### config.mk
export PLATFORM = sky130hd
export DESIGN_NAME = guess_entry
export DESIGN_NICKNAME = d
export VERILOG_FILES = /design/src/rtl/game_pkg.sv /design/src/rtl/digit_dup_check.sv /design/src/rtl/guess_entry.sv
export SDC_FILE = /design/constraint.sdc
export NUM_CORES = 1
export LEC_CHECK = 0
export ABC_AREA = 1
export CORE_MARGIN = 3
export CORE_UTILIZATION = 47
export CTS_BUF_LIST = sky130_fd_sc_hd__clkbuf_4
export DETAILED_ROUTE_END_ITERATION = 12
export HOLD_SLACK_MARGIN = 0.1
export MAX_ROUTING_LAYER = met4
export PLACE_DENSITY_LB_ADDON = 0.3
export SYNTH_ARGS = -nofsm -noshare
export SYNTH_HDL_FRONTEND = slang
export SYNTH_SLANG_ARGS = --single-unit
### constraint.sdc
create_clock -name CLK -period 5 [get_ports CLK]
set_clock_uncertainty 0.1 [all_clocks]
set_input_delay 1.25 -clock CLK [delete_from_list [all_inputs] [get_ports CLK]]
set_output_delay 1.25 -clock CLK [all_outputs]
set_load 0.05 [all_outputs]
### src/rtl/game_pkg.sv
// Shared definitions for the guessing-game blocks (digit entry, scoring,
// display control).
//   KEY_*   : decoded key codes from the keypad/keyboard front end
//   DIGITS  : digits per entry
//   state_t : digit-entry controller states
package game_pkg;

    localparam int DIGITS = 3;

    localparam logic [3:0] KEY_ENTER = 4'd10;
    localparam logic [3:0] KEY_BKSP  = 4'd11;
    localparam logic [3:0] KEY_CLR   = 4'd12;

    typedef enum logic [1:0] {
        ENTRY = 2'd0,
        FULL  = 2'd1,
        HOLD  = 2'd2,
        DONE  = 2'd3
    } state_t;

endpackage

### src/rtl/digit_dup_check.sv
// Combinational duplicate check. Reports whether a candidate digit equals
// any of the first 'count' slots. Slots beyond count are ignored. Also used
// downstream for A/B scoring.
//   cand        : candidate digit
//   slot1..3    : held digits, leftmost first
//   count       : number of valid slots, 0-3
//   match       : candidate equals a valid slot
module digit_dup_check (
    input  logic [3:0] cand,
    input  logic [3:0] slot1,
    input  logic [3:0] slot2,
    input  logic [3:0] slot3,
    input  logic [1:0] count,
    output logic       match
);
    always_comb begin
        match = ((count > 2'd0) && (slot1 == cand)) ||
                ((count > 2'd1) && (slot2 == cand)) ||
                ((count > 2'd2) && (slot3 == cand));
    end
endmodule

### src/rtl/guess_entry.sv
// Digit-entry stage: assembles a 3-digit entry with distinct digits from
// decoded key events and strobes oNumRdy on ENTER once the entry is full.
// After a submit, keys are dropped for HOLDOFF cycles. The entry then stays
// visible until the next digit or CLEAR starts a new one.
//   CLK, reset       : clock, synchronous active-high reset
//   key_valid        : key_code valid this cycle
//   key_code         : 0-9 digit, 10 ENTER, 11 BACKSPACE, 12 CLEAR
//   en               : entry enable, keys dropped while low
//   oNum1..oNum3     : held digits or EMPTY_CODE
//   oCount           : number of digits held
//   oNumRdy          : one-cycle pulse, complete entry submitted
//   oErr             : one-cycle pulse, key rejected
module guess_entry
    import game_pkg::*;
#(
    parameter logic [3:0] EMPTY_CODE = 4'hF,
    parameter int         HOLDOFF    = 2
) (
    input  logic       CLK,
    input  logic       reset,
    input  logic       key_valid,
    input  logic [3:0] key_code,
    input  logic       en,
    output logic [3:0] oNum1,
    output logic [3:0] oNum2,
    output logic [3:0] oNum3,
    output logic [1:0] oCount,
    output logic       oNumRdy,
    output logic       oErr
);
    localparam int HW = (HOLDOFF > 1) ? $clog2(HOLDOFF) : 1;

    state_t                   state;
    logic [HW-1:0]            hold_cnt;
    logic [DIGITS-1:0][3:0]   slots;
    logic                     key;
    logic                     is_digit;
    logic                     dup;

    assign key      = key_valid && en;
    assign is_digit = key_code <= 4'd9;

    assign oNum1 = slots[0];
    assign oNum2 = slots[1];
    assign oNum3 = slots[2];

    digit_dup_check u_dup (
        .cand  (key_code),
        .slot1 (slots[0]),
        .slot2 (slots[1]),
        .slot3 (slots[2]),
        .count (oCount),
        .match (dup)
    );

    always_ff @(posedge CLK) begin
        if (reset) begin
            state    <= ENTRY;
            hold_cnt <= '0;
            slots    <= {DIGITS{EMPTY_CODE}};
            oCount   <= 2'd0;
            oNumRdy  <= 1'b0;
            oErr     <= 1'b0;
        end else begin
            oNumRdy <= 1'b0;
            oErr    <= 1'b0;
            case (state)
                ENTRY: begin
                    if (key) begin
                        if (is_digit) begin
                            if (dup) begin
                                oErr <= 1'b1;
                            end else begin
                                slots[oCount] <= key_code;
                                oCount        <= oCount + 2'd1;
                                if (oCount == 2'd2)
                                    state <= FULL;
                            end
                        end else if (key_code == KEY_BKSP) begin
                            if (oCount == 2'd0) begin
                                oErr <= 1'b1;
                            end else begin
                                slots[oCount - 2'd1] <= EMPTY_CODE;
                                oCount               <= oCount - 2'd1;
                            end
                        end else if (key_code == KEY_CLR) begin
                            slots  <= {DIGITS{EMPTY_CODE}};
                            oCount <= 2'd0;
                        end else if (key_code == KEY_ENTER) begin
                            oErr <= 1'b1;
                        end
                    end
                end

                FULL: begin
                    if (key) begin
                        if (is_digit) begin
                            oErr <= 1'b1;
                        end else if (key_code == KEY_BKSP) begin
                            slots[2] <= EMPTY_CODE;
                            oCount   <= 2'd2;
                            state    <= ENTRY;
                        end else if (key_code == KEY_CLR) begin
                            slots  <= {DIGITS{EMPTY_CODE}};
                            oCount <= 2'd0;
                            state  <= ENTRY;
                        end else if (key_code == KEY_ENTER) begin
                            oNumRdy  <= 1'b1;
                            hold_cnt <= '0;
                            state    <= HOLD;
                        end
                    end
                end

                // Keys dropped for HOLDOFF cycles regardless of en.
                HOLD: begin
                    if (hold_cnt == HW'(HOLDOFF - 1))
                        state <= DONE;
                    else
                        hold_cnt <= hold_cnt + 1'b1;
                end

                // Submitted entry stays visible; a digit starts a fresh entry
                // in the same update, so no duplicate check is needed here.
                DONE: begin
                    if (key) begin
                        if (is_digit) begin
                            slots  <= {EMPTY_CODE, EMPTY_CODE, key_code};
                            oCount <= 2'd1;
                            state  <= ENTRY;
                        end else if (key_code == KEY_CLR) begin
                            slots  <= {DIGITS{EMPTY_CODE}};
                            oCount <= 2'd0;
                            state  <= ENTRY;
                        end else if (key_code == KEY_BKSP ||
                                     key_code == KEY_ENTER) begin
                            oErr <= 1'b1;
                        end
                    end
                end

                default: state <= ENTRY;
            endcase
        end
    end
endmodule
==> results.yml, run 1 <==
route:
  drt-initial-drc-count: 207
  drc: 0
  antenna_left: 0
  wl_mm: 5.11
  vias: 2100
  drt-wirelength-per-cell_um: 13.7
  routed_via_density: 5.65
  drt_pass1_iterations: 4
power_and_ir_drop:
  p_clk_frac: 0.209
  internal-power_uw: 235
  ir_drop_mv: 0.114
  switching_share: 0.398
  total_leakage_power_uw: 0.00100
  p_sw_uw: 156
  p_per_area_nw_per_um2: 195
  pwr-share-seq: 0.439
  combPwrFrac: 0.353
clock_network:
  cts.path.max_buffers: 2
  cts.repair.resized: 0
  clk_pin_slew_ns: 0.11
  cts_root_buffer: "clkbuf_4"
  cts_tree: "done"
  clock-sinks: 19
  cts_buffers: 3
  htreeDepth: 1
  postCtsHoldBufs: 0
  post_cts_buffers: 0
  clock_latency_ns: 0.31
grt:
  grt_pass1_vias: 1898
  grt_max_degree: 24
  globalRouteTotalUtil: 0.257
  overflow: 0
  antenna_found_initial: 0
  grt_pass1_wl_mm: 8.71
yosys:
  syn-num-nets: 317
  ys_seq_elements: 19
  avgSynthCellArea_um2: 5.66
  ys_top_cells_by_area: "dfxtp_1 22%, nand2_1 20%, nand3_1 8.7%"
  syn_area_um2: 1730
  yosysTopAreaCell: "dfxtp_1"
  synth_top_area_frac: 0.220
  yosysSeqAreaShare: 0.220
  yosysUniqueCellTypes: 32
  syn_inst: 305
  ys_warn_count: 0
sta:
  setup_viol: 0
  hold_violations: 0
  grt_setup_unrepaired: "no"
  fmax_mhz: 295
  finalMaxSlewViolations: 0
  worst_pin_slew_ns: 0.513
  slew_headroom: 0.657
  fin_tns_setup_ns: 0
  layout_min_cycle_time_ns: 3.39
  period_share: 0.679
critical_path:
  arrival_ns: 3.48
  crit_required_ns: 5.09
  worstSetupPathType: "input port to flop"
  crit_path_max_fanout: 23
  end_kind: "flop"
  critPathLaunchType: "input port"
placement:
  dp.cells: 368
  gp_congestion: 1.03
  dp_hpwl_mm: 3.80
  portBuffers: 23
job:
  drv_cap: 0
floorplan:
  die-area_um2: 4440
  core-area_um2: 3440
  num_rows: 21
  ios: 24
  die_y_um: 66.6
  fp.dieW_um: 66.6
  initial_utilization: 0.502
finish:
  nFillCells: 361
  layout-drive-gt1-share: 0.0675
  register_area_um2: 380
  antenna_cells: 0
  multiInputGateArea_um2: 1160
  area_delta_synth_final_pct: 16.2
  final_nets: 339
  fin_cells: 372
run_status:
  status: "complete, no violations"
hold_path:
  min_path_type: "flop to flop"
==> per-layer routing <==
metal | wire (µm) | share of wire | up-vias | global-route usage
li1 | - | - | 1038 | -
met1 | 2410 | 0.47 | 966 | 0.368
met2 | 2230 | 0.44 | 85 | 0.374
met3 | 369 | 0.072 | 11 | 0.0202
met4 | 97 | 0.019 | 0 | 0.0990
met5 | 0 | 0 | - | -
==> synthesized netlist by cell type (all sizes together) <==
| cell type | instances |
|---|---|
| inv | 39 |
| a31o | 1 |
| nor4 | 1 |
| nand4 | 3 |
| o221ai | 1 |
| o211ai | 3 |
| nand3 | 32 |
| a211oi | 1 |
| a31oi | 3 |
| nor2b | 1 |
| o2111ai | 1 |
| a22oi | 3 |
| dfxtp | 19 |
| nor3 | 3 |
| o41ai | 1 |
| clkbuf | 1 |
| o21ai | 29 |
| a21oi | 17 |
| nand2 | 97 |
| buf | 5 |
| ha | 4 |
| nor2 | 40 |
==> stage by stage <==
step / hold slack (ns) / utilization / cell area, µm² / power [µW] / worst slack [ns]
after floorplan: 0.329 / - / 1730 / 271 / 2.40
after global placement: 0.348 / 0.575 / 1980 / 310 / 1.40
after detailed placement: 0.351 / 0.575 / 1980 / 311 / 1.32
after CTS: 0.367 / 0.583 / 2010 / 392 / 1.65
after global routing: 0.386 / 0.583 / 2010 / 415 / 1.36
final: 0.362 / 0.583 / 2010 / 391 / 1.61
==> cell families (layout without fill, tap and decap cells) <==
family / after synthesis / count (layout) / synth area share
AO/OA/AOI/OAI: 60 / 60 / 0.199
adder cells (fa/ha/maj): 4 / 4 / 0.0290
buffers and inverters: 45 / 66 / 0.105
flip-flops: 19 / 19 / 0.220
AND/OR/NAND/NOR: 177 / 177 / 0.446
==> cell type report <==
type	count	share of cell area
Clock inverter	1	0.00249
Tap cell	46	0.0287
Sequential cell	19	0.190
Clock buffer	3	0.0112
Inverter	39	0.0729
Multi-Input combinational cell	241	0.580
Timing Repair Buffer	23	0.115
==> path summary, 6_finish.rpt <==
kind               start       end  slack, ns  depth (start not counted)
max          key_code[3]      flop       1.61                         10
min             hold_cnt  hold_cnt       0.36                          2
max reg2reg    oCount[1]      flop       2.65                         14
min reg2reg     hold_cnt  hold_cnt       0.36                          2
==> placed cells by master (no fill, tap or decap) <==
cell	n
a31o_2	1
o21ai_0	27
a22oi_1	3
o211ai_1	3
nand2_2	3
o21ai_2	2
nand3_1	30
inv_1	33
clkbuf_4	3
inv_2	6
nor3_1	3
o41ai_1	1
a21oi_1	17
a31oi_1	3
nor2_1	38
nand2_1	93
nand4_4	1
clkinv_2	1
nor2_4	1
clkdlybuf4s50_1	23
o221ai_1	1
dfxtp_1	19
nor2_2	1
nand4_1	2
nand2_4	1
o2111ai_1	1
nor2b_1	1
a211oi_1	1
nor4_1	1
nand3_2	2
ha_1	4
==> critical path, stage by stage <==
cell	delay (ns)
clkdlybuf4s50_1	0.68
inv_1	0.22
nor2_4	0.41
inv_1	0.26
o21ai_2	0.23
nand2_1	0.14
nor2_1	0.11
a21oi_1	0.05
nand2_1	0.07
nand3_1	0.06
==> power by group through the flow <==
stage | combinational [µW] | clock (µW) | sequential, µW
after floorplan | 73.7 | 0 | 197
after global placement | 135 | 0 | 175
after detailed placement | 136 | 0 | 175
after CTS | 137 | 83.7 | 171
after global routing | 154 | 88.2 | 173
final | 138 | 81.7 | 172
Power figures use the tool's default switching activity.
==> run 2: changes to the inputs <==
Clock period 5 ns to 2.9 ns, I/O delays scaled along.
==> run 2 against run 1 <==
  * Sequential power rose by 72%
  * Count of clock-buffer cells in the layout rose by 1
  * Clock power rose by 85%
  * Die area did not move
  * Wire length rose by 0.67%
  * Final cell count rose by 2.4%
  * Critical path depth fell by 9
  * Worst hold slack improved by 0.0010 ns
  * Sequential cell count did not move
  * Total power rose by 78%
  * First-iteration DRC count rose by 10%
  * Critical path type is now flop to output pin
  * Largest cell class unchanged
==> results.yml, run 2 (same netlist as run 1, synthesis figures left out) <==
sta:
  period_share: 0.877
  layout_setup_ws_ns: 0.356
  hold_violations: 0
  grt_setup_unrepaired: "no"
  worst_pin_slew_ns: 0.497
  finalMaxSlewViolations: 0
  layout_min_cycle_time_ns: 2.54
  setup_viol: 0
  fmax_mhz: 393
  fin_tns_setup_ns: 0
  slew_headroom: 0.667
power_and_ir_drop:
  p_per_area_nw_per_um2: 335
  p_sw_uw: 269
  p_clk_frac: 0.217
  pwr-share-seq: 0.424
  switching_share: 0.388
  total_leakage_power_uw: 0.00105
  ir_drop_mv: 0.160
  internal-power_uw: 425
  combPwrFrac: 0.358
floorplan:
  num_rows: 21
  initial_utilization: 0.502
  fp.dieW_um: 66.6
  die_y_um: 66.6
  ios: 24
  core-area_um2: 3440
  die-area_um2: 4440
grt:
  antenna_found_initial: 0
  grt_max_degree: 17
  grt_pass1_wl_mm: 8.50
  globalRouteTotalUtil: 0.253
  grt_pass1_vias: 1856
  overflow: 0
finish:
  antenna_cells: 0
  layout_common_cells: "93 x nand2_1, 38 x nor2_1, 33 x inv_1"
  area_delta_synth_final_pct: 20.3
  final_nets: 348
  layout-drive-gt1-share: 0.0925
  fin_area_um2: 2080
  final_common_cell: "nand2_1"
critical_path:
  crit_family: "buffers and inverters"
  arrival_ns: 1.72
  end_kind: "output pin"
  worst-path-buf-inv: 1
  cpPeakStageDelay_ns: 0.87
  cp_num_cells: 1
  crit_chain: "clkdlybuf4s50_1"
  worstSetupPathType: "flop to output pin"
  critPathLaunchType: "flop"
  crit_required_ns: 2.08
  slowest_stage: "clkdlybuf4s50_1"
  crit_path_max_fanout: 8
  worstRegToRegCells: 14
route:
  drt_pass1_iterations: 7
  routed_via_density: 5.49
  vias: 2091
  drc: 0
  drt-wirelength-per-cell_um: 13.5
  drt-initial-drc-count: 228
  wl_mm: 5.15
  antenna_left: 0
clock_network:
  clock_latency_ns: 0.31
  cts_buffers: 3
  postCtsHoldBufs: 0
  htreeDepth: 1
  cts.path.max_buffers: 2
  cts_tree: "done"
  clock-sinks: 19
  post_cts_buffers: 0
  clk_pin_slew_ns: 0.11
  cts_root_buffer: "clkbuf_4"
  cts.repair.resized: 0
placement:
  gp_congestion: 0.995
  dpl_cell_area_um2: 2050
  portBuffers: 23
  dp_hpwl_mm: 3.85
  preCtsSetupSlack_ns: 0.0875
run_status:
  status: "complete, no violations"
hold_path:
  worst_hold_path.num_cells: 2
  min_path_type: "flop to flop"
job:
  drv_cap: 0
-- run 2: changes by cell type in the layout (fill, tap and decap cells not counted), sizes merged --
cell	change
buf	+9
clkbuf	+1
clkinv	-1
-- run 2: layout make-up --
cell class,count,area [µm²]
fillers,354,1370
multi-input cells,241,1160
flip-flops and latches,19,380
repair buffers,32,298
inverters,39,146
well taps,46,57.6
clock buffers,4,30.0
-- run 2: power groups by stage --
stage               sequential [µW]  clock [µW]  combinational, µW
finish                          295         151                249
global route                    298         166                274
CTS                             295         156                246
detailed placement              301           0                245
global placement                301           0                244
floorplan                       340           0                127
-- run 2: final timing paths --
kind	from	slack (ns)	to
worst max-delay path	oCount[1]	0.36	oCount[1]
worst min-delay path	hold_cnt	0.36	hold_cnt
worst max register to register	oCount[1]	0.54	flop
worst min register to register	hold_cnt	0.36	hold_cnt
-- run 2: per-stage QoR --
| stage | std cells | power, µW | hold WS, ns | utilization |
|---|---|---|---|---|
| after detailed placement | 377 | 546 | 0.350 | 0.595 |
| after floorplan | 305 | 467 | 0.329 | - |
| final | 381 | 695 | 0.363 | 0.603 |
| after global routing | 381 | 738 | 0.387 | 0.603 |
| after CTS | 381 | 697 | 0.368 | 0.603 |
| after global placement | 377 | 545 | 0.346 | 0.595 |
-- run 2: per-layer routing --
metal  vias to the layer above  part of all wire  global-route usage
li1                       1060                 -                   -
met3                        13             0.070              0.0354
met4                         0             0.023               0.114
met1                       919              0.47               0.343
met2                        99              0.43               0.370
met5                         -                 0                   -
==> run 3: changes to the inputs <==
Settings changed: CTS_CLUSTER_DIAMETER from default to 150.
Clock period 2.9 ns to 2.2 ns, I/O delays scaled along.
==> run 3 against run 2 <==
  * Die area unchanged
  * Non-clock buffer count is 27 higher
  * Sequential power rose by 32%
  * Total power is 36% higher
  * Combinational power up 43%
  * Global-route usage is 2.9 points higher
  * Count of clock-buffer cells in the layout is the same
  * Worst setup slack got worse by 0.23 ns
  * Worst hold slack improved by 0.023 ns
  * Wire length grew 8.1%
==> results.yml, run 3 (same netlist as run 1, synthesis figures left out) <==
power_and_ir_drop:
  p_per_area_nw_per_um2: 414
  ir_drop_mv: 0.291
  p_clk_frac: 0.215
  internal-power_uw: 579
  combPwrFrac: 0.376
  pwr-share-seq: 0.409
  switching_share: 0.389
  p_sw_uw: 369
  total_leakage_power_uw: 0.00122
critical_path:
  crit_required_ns: 1.55
  crit_start: "oErr"
  end_kind: "output pin"
  worstSetupPathType: "flop to output pin"
  crit_family: "buffers and inverters"
  r2r_slack_ns: 0.26
  cpPeakStageDelay_ns: 0.80
  crit_path_max_fanout: 1
  critPathLaunchType: "flop"
  worstRegToRegCells: 14
  slowest_stage: "clkdlybuf4s50_1"
  r2r-start: "oCount[0]"
  arrival_ns: 1.43
  worst-path-buf-inv: 1
  crit_chain: "clkdlybuf4s50_1"
route:
  drc: 0
  route.top_layer_used: "met4"
  antenna_left: 0
  met1_length_mm: 2.55
  drt_pass1_iterations: 6
  routed_via_density: 5.53
  drt-wirelength-per-cell_um: 13.6
  drt-initial-drc-count: 204
  vias: 2257
  dr_wl_met3_um: 420
  wl_mm: 5.56
  wl_met2_mm: 2.52
clock_network:
  cts.path.max_buffers: 2
  cts_tree: "done"
  postCtsHoldBufs: 0
  cts_buffers: 3
  cts.repair.resized: 4
  clk_pin_slew_ns: 0.10
  cts_root_buffer: "clkbuf_4"
  clock_latency_ns: 0.32
  post_cts_buffers: 0
  clock-sinks: 19
  htreeDepth: 1
floorplan:
  num_rows: 21
  fp.dieW_um: 66.6
  die-area_um2: 4440
  initial_utilization: 0.502
  die_y_um: 66.6
  ios: 24
  core-area_um2: 3440
sta:
  finalMaxSlewViolations: 0
  layout_min_cycle_time_ns: 2.08
  period_share: 0.944
  grt_setup_unrepaired: "no"
  slew_headroom: 0.659
  fmax_mhz: 481
  hold_ws_ns: 0.385
  setup_viol: 0
  worst_pin_slew_ns: 0.509
  hold_violations: 0
placement:
  dpl_cell_area_um2: 2220
  dp_hpwl_mm: 4.34
  portBuffers: 23
  gp_congestion: 1.02
finish:
  multiInputGateArea_um2: 1190
  nFillCells: 353
  fin_area_um2: 2290
  area_delta_synth_final_pct: 32.6
  layout-drive-gt1-share: 0.210
  register_area_um2: 383
  final_nets: 375
  final_common_cell: "nand2_1"
  antenna_cells: 0
  layout_common_cells: "92 x nand2_1, 48 x buf_4, 38 x nor2_1"
hold_path:
  hp-start: "hold_cnt"
  worst_hold_path.num_cells: 2
  min_path_type: "flop to flop"
  min_to: "hold_cnt"
grt:
  grt_pass1_wl_mm: 9.38
  grt_pass1_vias: 2037
  grt_max_degree: 15
  globalRouteTotalUtil: 0.281
  antenna_found_initial: 0
  overflow: 0
run_status:
  status: "complete, no violations"
job:
  drv_cap: 0
==> run 3: metrics by stage <==
step | setup TNS, ns | setup WS, ns | instances | power (µW) | util
after detailed placement | -6.09 | -0.435 | 404 | 746 | 0.646
final | 0 | 0.122 | 408 | 948 | 0.665
after CTS | 0 | 0.00347 | 408 | 950 | 0.654
after global routing | 0 | 0.0633 | 408 | 1020 | 0.665
after global placement | -5.83 | -0.420 | 404 | 743 | 0.646
after floorplan | 0 | 0.196 | 305 | 616 | -
==> run 3: how the worst max path moves through the flow <==
| stage | end | cells past startpoint |
|---|---|---|
| after floorplan | flop | 14 |
| after global placement | flop | 14 |
| after detailed placement | flop | 14 |
| after CTS | oNum1[2] | 1 |
| after global routing | flop | 14 |
| final | oErr | 1 |
==> run 3: area by class of cell <==
cell class	instances	area share
multi-input combinational	241	0.521
timing repair buffer	59	0.209
sequential	19	0.167
inverter	39	0.0650
tap	46	0.0251
clock buffer	4	0.0131
==> run 3: worst register-to-register path, stage by stage (launching register included) <==
cell     delay (ns)
dfxtp_2        0.40
inv_1          0.08
ha_1           0.23
inv_1          0.08
nand2_1        0.06
nor2_1         0.10
nand3_1        0.11
nand3_2        0.14
nand3_4        0.10
nand2_2        0.09
inv_2          0.05
nand2_2        0.11
inv_2          0.06
nand2_1        0.05
nand3_1        0.07
==> run 3: power groups by stage <==
stage          clock network (µW)  logic, µW  registers, µW
5_1_grt                       234        395            391
4_1_cts                       212        351            387
2_1_floorplan                   0        167            448
3_3_place_gp                    0        348            395
6_report                      204        357            388
3_5_place_dp                    0        351            395
==> run 3: per-layer routing <==
metal / GRT usage / vias to the layer above
met4: 0.0736 / 0
met5: - / -
met1: 0.368 / 1029
met3: 0.0472 / 13
met2: 0.449 / 100
li1: - / 1115
